<file path="src/rtl/mips_defs.sv">
// Shared MIPS-subset encodings used by the ID stage and its register file.
package mips_defs;

    localparam int REG_ADDR_W = 5;
    localparam logic [31:0] RESET_PC = 32'h0000_3000;

    localparam logic [5:0] OP_RTYPE = 6'h00;
    localparam logic [5:0] OP_J     = 6'h02;
    localparam logic [5:0] OP_JAL   = 6'h03;
    localparam logic [5:0] OP_BEQ   = 6'h04;
    localparam logic [5:0] OP_BNE   = 6'h05;
    localparam logic [5:0] OP_ORI   = 6'h0d;
    localparam logic [5:0] OP_LUI   = 6'h0f;
    localparam logic [5:0] OP_LW    = 6'h23;
    localparam logic [5:0] OP_SW    = 6'h2b;

    localparam logic [5:0] FN_JR    = 6'h08;
    localparam logic [5:0] FN_ADDU  = 6'h21;
    localparam logic [5:0] FN_SUBU  = 6'h23;

    localparam logic [1:0] PC_CHOICE_PCP4   = 2'b00;
    localparam logic [1:0] PC_CHOICE_BRANCH = 2'b01;
    localparam logic [1:0] PC_CHOICE_JUMP   = 2'b10;
    localparam logic [1:0] PC_CHOICE_JR     = 2'b11;

endpackage

</file>
<file path="src/rtl/reg_file.sv">
// 32x32 GPR file: two combinational read ports with same-cycle WB write-through,
// one synchronous write port; $0 is hardwired to zero.
module reg_file
    import mips_defs::*;
#(
    parameter int DEPTH = 32
) (
    input  logic                  clk,
    input  logic                  reset,
    input  logic                  we,
    input  logic [REG_ADDR_W-1:0] waddr,
    input  logic [31:0]           wdata,
    input  logic [REG_ADDR_W-1:0] raddr_a,
    input  logic [REG_ADDR_W-1:0] raddr_b,
    output logic [31:0]           rdata_a,
    output logic [31:0]           rdata_b
);

    logic [31:0] regs_q [DEPTH];
    logic [31:0] regs_d [DEPTH];

    always_comb begin
        for (int i = 0; i < DEPTH; i++) begin
            regs_d[i] = regs_q[i];
        end
        if (we && (waddr != '0)) begin
            regs_d[waddr] = wdata;
        end
    end

    always_ff @(posedge clk) begin
        for (int i = 0; i < DEPTH; i++) begin
            if (reset) begin
                regs_q[i] <= '0;
            end else begin
                regs_q[i] <= regs_d[i];
            end
        end
    end

    // Write-through lets ID see the value WB is committing this very cycle.
    always_comb begin
        rdata_a = regs_q[raddr_a];
        if (raddr_a == '0) begin
            rdata_a = '0;
        end else if (we && (waddr == raddr_a)) begin
            rdata_a = wdata;
        end
    end

    always_comb begin
        rdata_b = regs_q[raddr_b];
        if (raddr_b == '0) begin
            rdata_b = '0;
        end else if (we && (waddr == raddr_b)) begin
            rdata_b = wdata;
        end
    end

endmodule

</file>
<file path="src/rtl/decode_stage.sv">
// Pipeline ID stage: IF/ID register, GPR read with MEM/WB forwarding,
// immediate extension and branch/jump resolution returned to the fetcher.
module decode_stage
    import mips_defs::*;
#(
    parameter logic [31:0] RESET_PCP4 = RESET_PC + 32'd4,
    parameter int          RF_DEPTH   = 32
) (
    input  logic        clk,
    input  logic        reset,
    input  logic        stall,
    input  logic [31:0] if_ir,
    input  logic [31:0] if_pcp4,
    input  logic        wb_we,
    input  logic [4:0]  wb_addr,
    input  logic [31:0] wb_data,
    input  logic        mem_fwd_en,
    input  logic [4:0]  mem_fwd_addr,
    input  logic [31:0] mem_fwd_data,
    output logic [31:0] id_ir,
    output logic [31:0] id_pcp4,
    output logic [31:0] rs_data,
    output logic [31:0] rt_data,
    output logic [31:0] ext_imm32,
    output logic [31:0] sign_imm32,
    output logic [25:0] addr26,
    output logic [31:0] ra32,
    output logic [1:0]  pc_choice,
    output logic [31:0] link_pc
);

    logic [31:0] id_ir_q, id_ir_d;
    logic [31:0] id_pcp4_q, id_pcp4_d;

    always_comb begin
        id_ir_d   = id_ir_q;
        id_pcp4_d = id_pcp4_q;
        if (!stall) begin
            id_ir_d   = if_ir;
            id_pcp4_d = if_pcp4;
        end
    end

    always_ff @(posedge clk) begin
        if (reset) begin
            id_ir_q   <= '0;
            id_pcp4_q <= RESET_PCP4;
        end else begin
            id_ir_q   <= id_ir_d;
            id_pcp4_q <= id_pcp4_d;
        end
    end

    logic [5:0]  opcode;
    logic [5:0]  funct;
    logic [4:0]  rs_idx;
    logic [4:0]  rt_idx;
    logic [15:0] imm16;
    logic [31:0] rf_rs;
    logic [31:0] rf_rt;

    assign opcode = id_ir_q[31:26];
    assign rs_idx = id_ir_q[25:21];
    assign rt_idx = id_ir_q[20:16];
    assign imm16  = id_ir_q[15:0];
    assign funct  = id_ir_q[5:0];

    reg_file #(
        .DEPTH(RF_DEPTH)
    ) u_reg_file (
        .clk     (clk),
        .reset   (reset),
        .we      (wb_we),
        .waddr   (wb_addr),
        .wdata   (wb_data),
        .raddr_a (rs_idx),
        .raddr_b (rt_idx),
        .rdata_a (rf_rs),
        .rdata_b (rf_rt)
    );

    // MEM is younger than WB, so its result overrides the write-through value.
    always_comb begin
        rs_data = rf_rs;
        if (rs_idx == '0) begin
            rs_data = '0;
        end else if (mem_fwd_en && (mem_fwd_addr == rs_idx)) begin
            rs_data = mem_fwd_data;
        end
    end

    always_comb begin
        rt_data = rf_rt;
        if (rt_idx == '0) begin
            rt_data = '0;
        end else if (mem_fwd_en && (mem_fwd_addr == rt_idx)) begin
            rt_data = mem_fwd_data;
        end
    end

    always_comb begin
        sign_imm32 = {{16{imm16[15]}}, imm16};
        ext_imm32  = sign_imm32;
        if (opcode == OP_ORI) begin
            ext_imm32 = {16'h0000, imm16};
        end else if (opcode == OP_LUI) begin
            ext_imm32 = {imm16, 16'h0000};
        end
    end

    always_comb begin
        pc_choice = PC_CHOICE_PCP4;
        case (opcode)
            OP_BEQ:   pc_choice = (rs_data == rt_data) ? PC_CHOICE_BRANCH : PC_CHOICE_PCP4;
            OP_BNE:   pc_choice = (rs_data != rt_data) ? PC_CHOICE_BRANCH : PC_CHOICE_PCP4;
            OP_J,
            OP_JAL:   pc_choice = PC_CHOICE_JUMP;
            OP_RTYPE: pc_choice = (funct == FN_JR) ? PC_CHOICE_JR : PC_CHOICE_PCP4;
            default:  pc_choice = PC_CHOICE_PCP4;
        endcase
    end

    assign id_ir   = id_ir_q;
    assign id_pcp4 = id_pcp4_q;
    assign addr26  = id_ir_q[25:0];
    assign ra32    = rs_data;
    assign link_pc = id_pcp4_q + 32'd4;

endmodule

</file>
<file path="config.mk">
export PLATFORM = sky130hd
export DESIGN_NAME = decode_stage
export DESIGN_NICKNAME = d
export VERILOG_FILES = /design/src/rtl/mips_defs.sv /design/src/rtl/reg_file.sv /design/src/rtl/decode_stage.sv
export SDC_FILE = /design/constraint.sdc
export NUM_CORES = 2
export LEC_CHECK = 0
export BUFFER_PORTS_ARGS = -buffer_cell sky130_fd_sc_hd__buf_2
export CELL_PAD_IN_SITES_DETAIL_PLACEMENT = 2
export CELL_PAD_IN_SITES_GLOBAL_PLACEMENT = 2
export CORE_MARGIN = 2
export CORE_UTILIZATION = 40
export DETAILED_ROUTE_END_ITERATION = 8
export MAX_ROUTING_LAYER = met4
export PLACE_DENSITY_LB_ADDON = 0.2
export SLEW_MARGIN = 20
export SYNTH_ARGS = -nofsm -noshare
export SYNTH_HDL_FRONTEND = slang
export SYNTH_SLANG_ARGS = --single-unit
</file>
<file path="constraint.sdc">
create_clock -name clk -period 8.88 [get_ports clk]
set_input_delay 1.776 -clock clk [delete_from_list [all_inputs] [get_ports clk]]
set_output_delay 1.776 -clock clk [all_outputs]
set_load 0.005 [all_outputs]
</file>
* Yosys cells after proc, flatten, opt, wreduce, memory -nomap -nowiden
Memory sizes are Yosys's and may differ from the RTL's. A register that Yosys moved wholly into a read port is not among the register bits.
Index checks and enable logic that the tools add are counted.
** Cells by class
- Add/subtract/negate cells :: 1
- $lt $le $gt $ge :: 2
- Eq/ne operators :: 13
- Mux-type cells :: 55
- Bitwise gates (word level) :: 33
- Reductions and logical operators :: 11
** Operators by type and width (number)
- 32-bit 2-to-1 mux :: 40
- 1024-bit bitwise mux :: 1
- 1024-bit 2-to-1 mux :: 1
- 32-bit demux with 5-bit select :: 1
- 32-bit by 3-bit adder with 32-bit output, second input constant :: 1
- 32-bit == test :: 1
- 32-bit != test :: 1
- 1-bit OR :: 32
- 31-bit 2-to-1 mux :: 1
- 5-bit == test :: 4
- 5-bit 2-to-1 mux :: 4
- 6-bit by 4-bit == test with 1-bit output, second input constant :: 3
- 6-bit by 2-bit == test with 1-bit output, second input constant :: 2
- 6-bit by 3-bit == test with 1-bit output, second input constant :: 2
- 5-bit zero test :: 2
- 2-bit one-hot mux with 4 select lines :: 1
- 6-bit >= comparator, second input constant :: 1
- 1-bit logical AND :: 6
- 6-bit zero test :: 1
- 6-bit by 1-bit less-than comparator with 1-bit output, second input constant :: 1
- 5-bit NOT with 6-bit output :: 1
- 1-bit 2-to-1 mux :: 5
- 5-bit nonzero test :: 1
- 2-bit 2-to-1 mux :: 1
- 2-bit OR reduction :: 1
** Word-level totals
- Register bits :: 64
- RAM bits :: 1024
- Input port bits :: 143
- Output and inout port bits :: 284
- Word-level logic and storage cells :: 118
- Memories :: 1
** Memory list
- u_reg_file.regs_q :: words 32, width 32, rd ports 34, clocked after Yosys merged registers in 2, wr ports 32, line reg_file.sv:19 : logic [31:0] regs_q [DEPTH];

* Longest topological paths before layout
- Depth in word-level cells :: 8
- Depth in mapped cells :: 16
- Gate-level depth less buffers :: 11

* Cells and area by module
Synthesis repeated with hierarchy kept, for this count alone.
** Second synthesis, totals
- Cell total of the unflattened synthesis :: 6946
- Area, all modules :: 58742.6 um^2
** Modules (own cells, without submodules)
- reg_file :: instances 1, cells an instance 6230, area an instance 53338.7 um^2, sequential area each 20499.7 um^2
- decode_stage :: instances 1, cells an instance 716, area an instance 5403.9 um^2, sequential area each 1281.2 um^2

* Least setup slack after synthesis
OpenSTA, ideal clock, no wires.
- Path type :: input to output
- Start point :: input wb_addr[1]
- End point :: output pc_choice[0]
- Data arrival time :: 4.324 ns
- Data required time :: 7.104 ns
- Setup slack :: 2.780 ns
- Stages on the path :: 14
- Path buffers :: 3
- Cell sequence :: buf_2 -> xnor2_1 -> nand4_1 -> or2_1 -> clkbuf_1 -> clkbuf_1 -> nand3_1 -> o32ai_1 -> xor2_1 -> nor4_1 -> nand3_1 -> nor4_2 -> xnor2_1 -> o21ai_1
** On the way
- Word-level cells in the longest chain between the ends :: 8
- Elaborated cells on any way between the ends :: 15
- Classes of those cells :: 4 x eq/ne; 9 x mux; 2 x reduce/logical
** RTL lines
- start: declaration :: line decode_stage.sv:15 : input logic [4:0] wb_addr,
- 5-bit == test * :: line reg_file.sv:46 : end else if (we && (waddr == raddr_a)) begin
- 1-bit logical AND * :: line reg_file.sv:46
- 32-bit 2-to-1 mux * :: line reg_file.sv:46
- 32-bit 2-to-1 mux * :: line decode_stage.sv:87 : end else if (mem_fwd_en && (mem_fwd_addr == rs_idx)) begin
- 32-bit 2-to-1 mux * :: line decode_stage.sv:85 : if (rs_idx == '0) begin
- net ra32[23] :: line decode_stage.sv:27 : output logic [31:0] ra32,
- 32-bit != test / 32-bit == test (equally long branches) :: line decode_stage.sv:115, decode_stage.sv:114
- 1-bit 2-to-1 mux (on tied branches) :: line decode_stage.sv:115, decode_stage.sv:114
- 2-bit one-hot mux with 4 select lines * :: line decode_stage.sv:113 : case (opcode)
- end: declaration :: line decode_stage.sv:28 : output logic [1:0] pc_choice,
The timed path passes the listed nets; every way through them passes the cells marked *.

==> results.md <==
- Crit path arrival time: 6370 ps
- Share of cells above drive strength 1: 0.212
- Die span in x: 383 um
- Max clock buf depth: 3
- Routability cong.: 1.00
- Largest net degree at the start of global routing: 181
- Worst path cell trace: buf_4, buf_4, mux4_2, mux2i_1, a32oi_1, o21ai_0, o22ai_1, xor2_1, nor4_1, nand4_1, nor4_2, buf_4, xnor2_1, o21ai_1, buf_2
- Critical path type: register to output pin
- Tmin final: 8150 ps
- Hold crit path type: register to register
- Clock Tree Root: clkbuf_16
- Worst vdd ir: 137 uV
- Max_cap viols: 0
- CP max stage cell: dfxtp_4
- Via count: 57600
- Share of the synthesized area in the top cell type: 0.383
- GRT overflow: 0
- Relative slew slack: 0.110
- Mapped Area: 57400 um^2
- Final Net Count: 6668
- RSZ-0062 raised after global routing: no
- TritonCTS Buffers: 133
- Status: completed
- Final hold violation count: 0
- Vias in the first global route: 58600
- Seq/Total Area, Yosys: 0.383
- Fin crit share: 0.918
- Pwr/cell area: 187 nW/um^2
- Final WL: 327 mm
- Layout Skew: 28.4 ps
- Vias per inst: 6.74
- H-tree depth: 4
- Async SR Flop Fraction: 0
- Fill cells: 15500
- Total Routing Usage GR: 0.448
- Synth warn: 0
- Initial antenna violation count: 25
- Synthesized instance count: 6527
- WL per Instance: 38.2 um
- Sink Count: 1098
- EDFF count, synth: 0
- I/O Pins: 427
- Worst-path clk slew: 60 ps
- Final Max Tran Viols: 0
- Initial core utilization: 0.401
- Initial DRT Pass Iterations: 8
- Fmax: 123 MHz
- Most frequent cells in the layout: 2074 x nand2_1, 1088 x dfxtp_1, 1021 x a21oi_1
- Initial drt markers: 6946
- Die area: 147000 um^2
- DRC viols: 0
- Synth-to-layout area growth: 13.0%
- Crit-path most repeated cell: buf_4
- Core area: 143000 um^2
- Hold Buf Count CTS: 0
- Syn Area/Cell: 8.79 um^2
- Postcts setup bufs: 0
- Critical Path Sink Type: output pin
- Distinct cells, synth: 71
- I/O Buffers: 426
- Clock latency on the worst-skew pair: 810 ps
- Most common cell after layout, fill and taps aside: nand2_1
- Critical path launch point type: register
- Post-DRT Antenna Nets: 0
- Static Leak: 21.8 nW
- First-pass GRT wire length: 452 mm
- Setup-failing EPs final: 0
- Post-Syn Nets: 6671
- Worst path required time: 7100 ps
- Slowest stage delay, CP: 800 ps
- Ys flop type: dfxtp_1
- CTS tree: yes
- Synth area leader: dfxtp_1
- Slew @ Worst Pin: 1300 ps
- Placement Cell Area: 60400 um^2
- Final Cell Area: 64800 um^2
- Ranking of synthesized cells by area: dfxtp_1 38%, mux4_2 19%, nand2_1 14%
- Sum of negative setup slack: 0 ps
- FF+latch count, synth: 1098
- Die Height: 383 um
- Row count: 139
- # resized after CTS: 0
- Worst Path Max Fanout: 36
- HPWL Detailed: 206 mm
==> state kept, by name, indices dropped and copies added, names as in the netlist, named ones only <==
name	count
id_ir	32
id_pcp4	32
u_reg_file.regs_q	1024
==> final timing paths <==
path	startpoint	to	slack, ps	depth (start not counted)
min reg2reg	u_reg_file.regs_q[6][5]$_SDFFE_PP0P_	u_reg_file.regs_q[6][5]$_SDFFE_PP0P_	470	2
min	u_reg_file.regs_q[6][5]$_SDFFE_PP0P_	u_reg_file.regs_q[6][5]$_SDFFE_PP0P_	470	2
max reg2reg	id_ir[18]$_SDFFE_PP0N_	register	7210	2
max	register	pc_choice[0]	730	15
==> kinds of logic (layout without fill, tap and decap cells) <==
group                    Yosys count  in the layout  share of synthesized area
AO/OA/AOI/OAI                   1368           1368                      0.137
flip-flops                      1098           1098                      0.383
other                              0             28                          0
buffers and inverters            776            871                     0.0624
XOR/XNOR                          81             81                     0.0124
AND/OR/NAND/NOR                 2476           2476                      0.171
multiplexers                     727            727                      0.233
adder cells (fa/ha/maj)            1              1                   0.000218
==> synthesized netlist by cell type, types with 58 or more instances <==
cell	count
nand2_1	2107
dfxtp_1	1098
a21oi_1	1021
mux4_2	488
clkbuf_1	483
mux2i_1	229
nor2_1	137
buf_4	121
buf_2	97
nand3_1	71
nor2b_1	59
a22o_1	58
==> report_power, final <==
group,internal [mW],switching [mW]
Clock,3.25,2.37
Sequential,4.98,0.101
Combinational,0.402,1.00
Total,8.63,3.47
==> through the flow <==
stage / hold WS, ps / power, mW / setup slack (ps) / std cells / utilization
final: 468 / 12.1 / 729 / 8553 / 0.454
after global routing: 486 / 12.3 / 756 / 8543 / 0.453
after CTS: 470 / 12.0 / 944 / 8524 / 0.453
after detailed placement: 461 / 6.52 / 951 / 8291 / 0.423
after global placement: 448 / 6.50 / 924 / 8291 / 0.423
after floorplan: 442 / 5.88 / 2780 / 6527 / -
==> layout make-up <==
class	instances	area, um^2	share of cell area
clock buffer	206	4000	0.0617
tap	1903	2380	0.0367
multi-input combinational	4653	32200	0.497
inverter	32	120	0.00185
timing repair buffer	606	3710	0.0572
antenna	28	70.1	0.00108
clock inverter	27	333	0.00513
sequential	1098	22000	0.339
==> metal layers <==
metal  track usage  vias to the layer above  part of all wire
li1              -                    22700                 -
met1         0.536                    30000              0.37
met2         0.649                     3742              0.43
met3         0.136                     1119              0.12
met4         0.298                        0             0.078
met5             -                        -                 0
==> worst max-delay path: cells and delay by family (launching register included) <==
family                    cells  cell delay, ps
buffers and inverters         4            1700
and+or+nand+nor               3             830
AOI/OAI and AO/OA             4            1410
muxes                         2             420
xor gates and xnor gates      2             220
DFF                           1             800
Note: power is estimated with default switching activity, not from simulation.
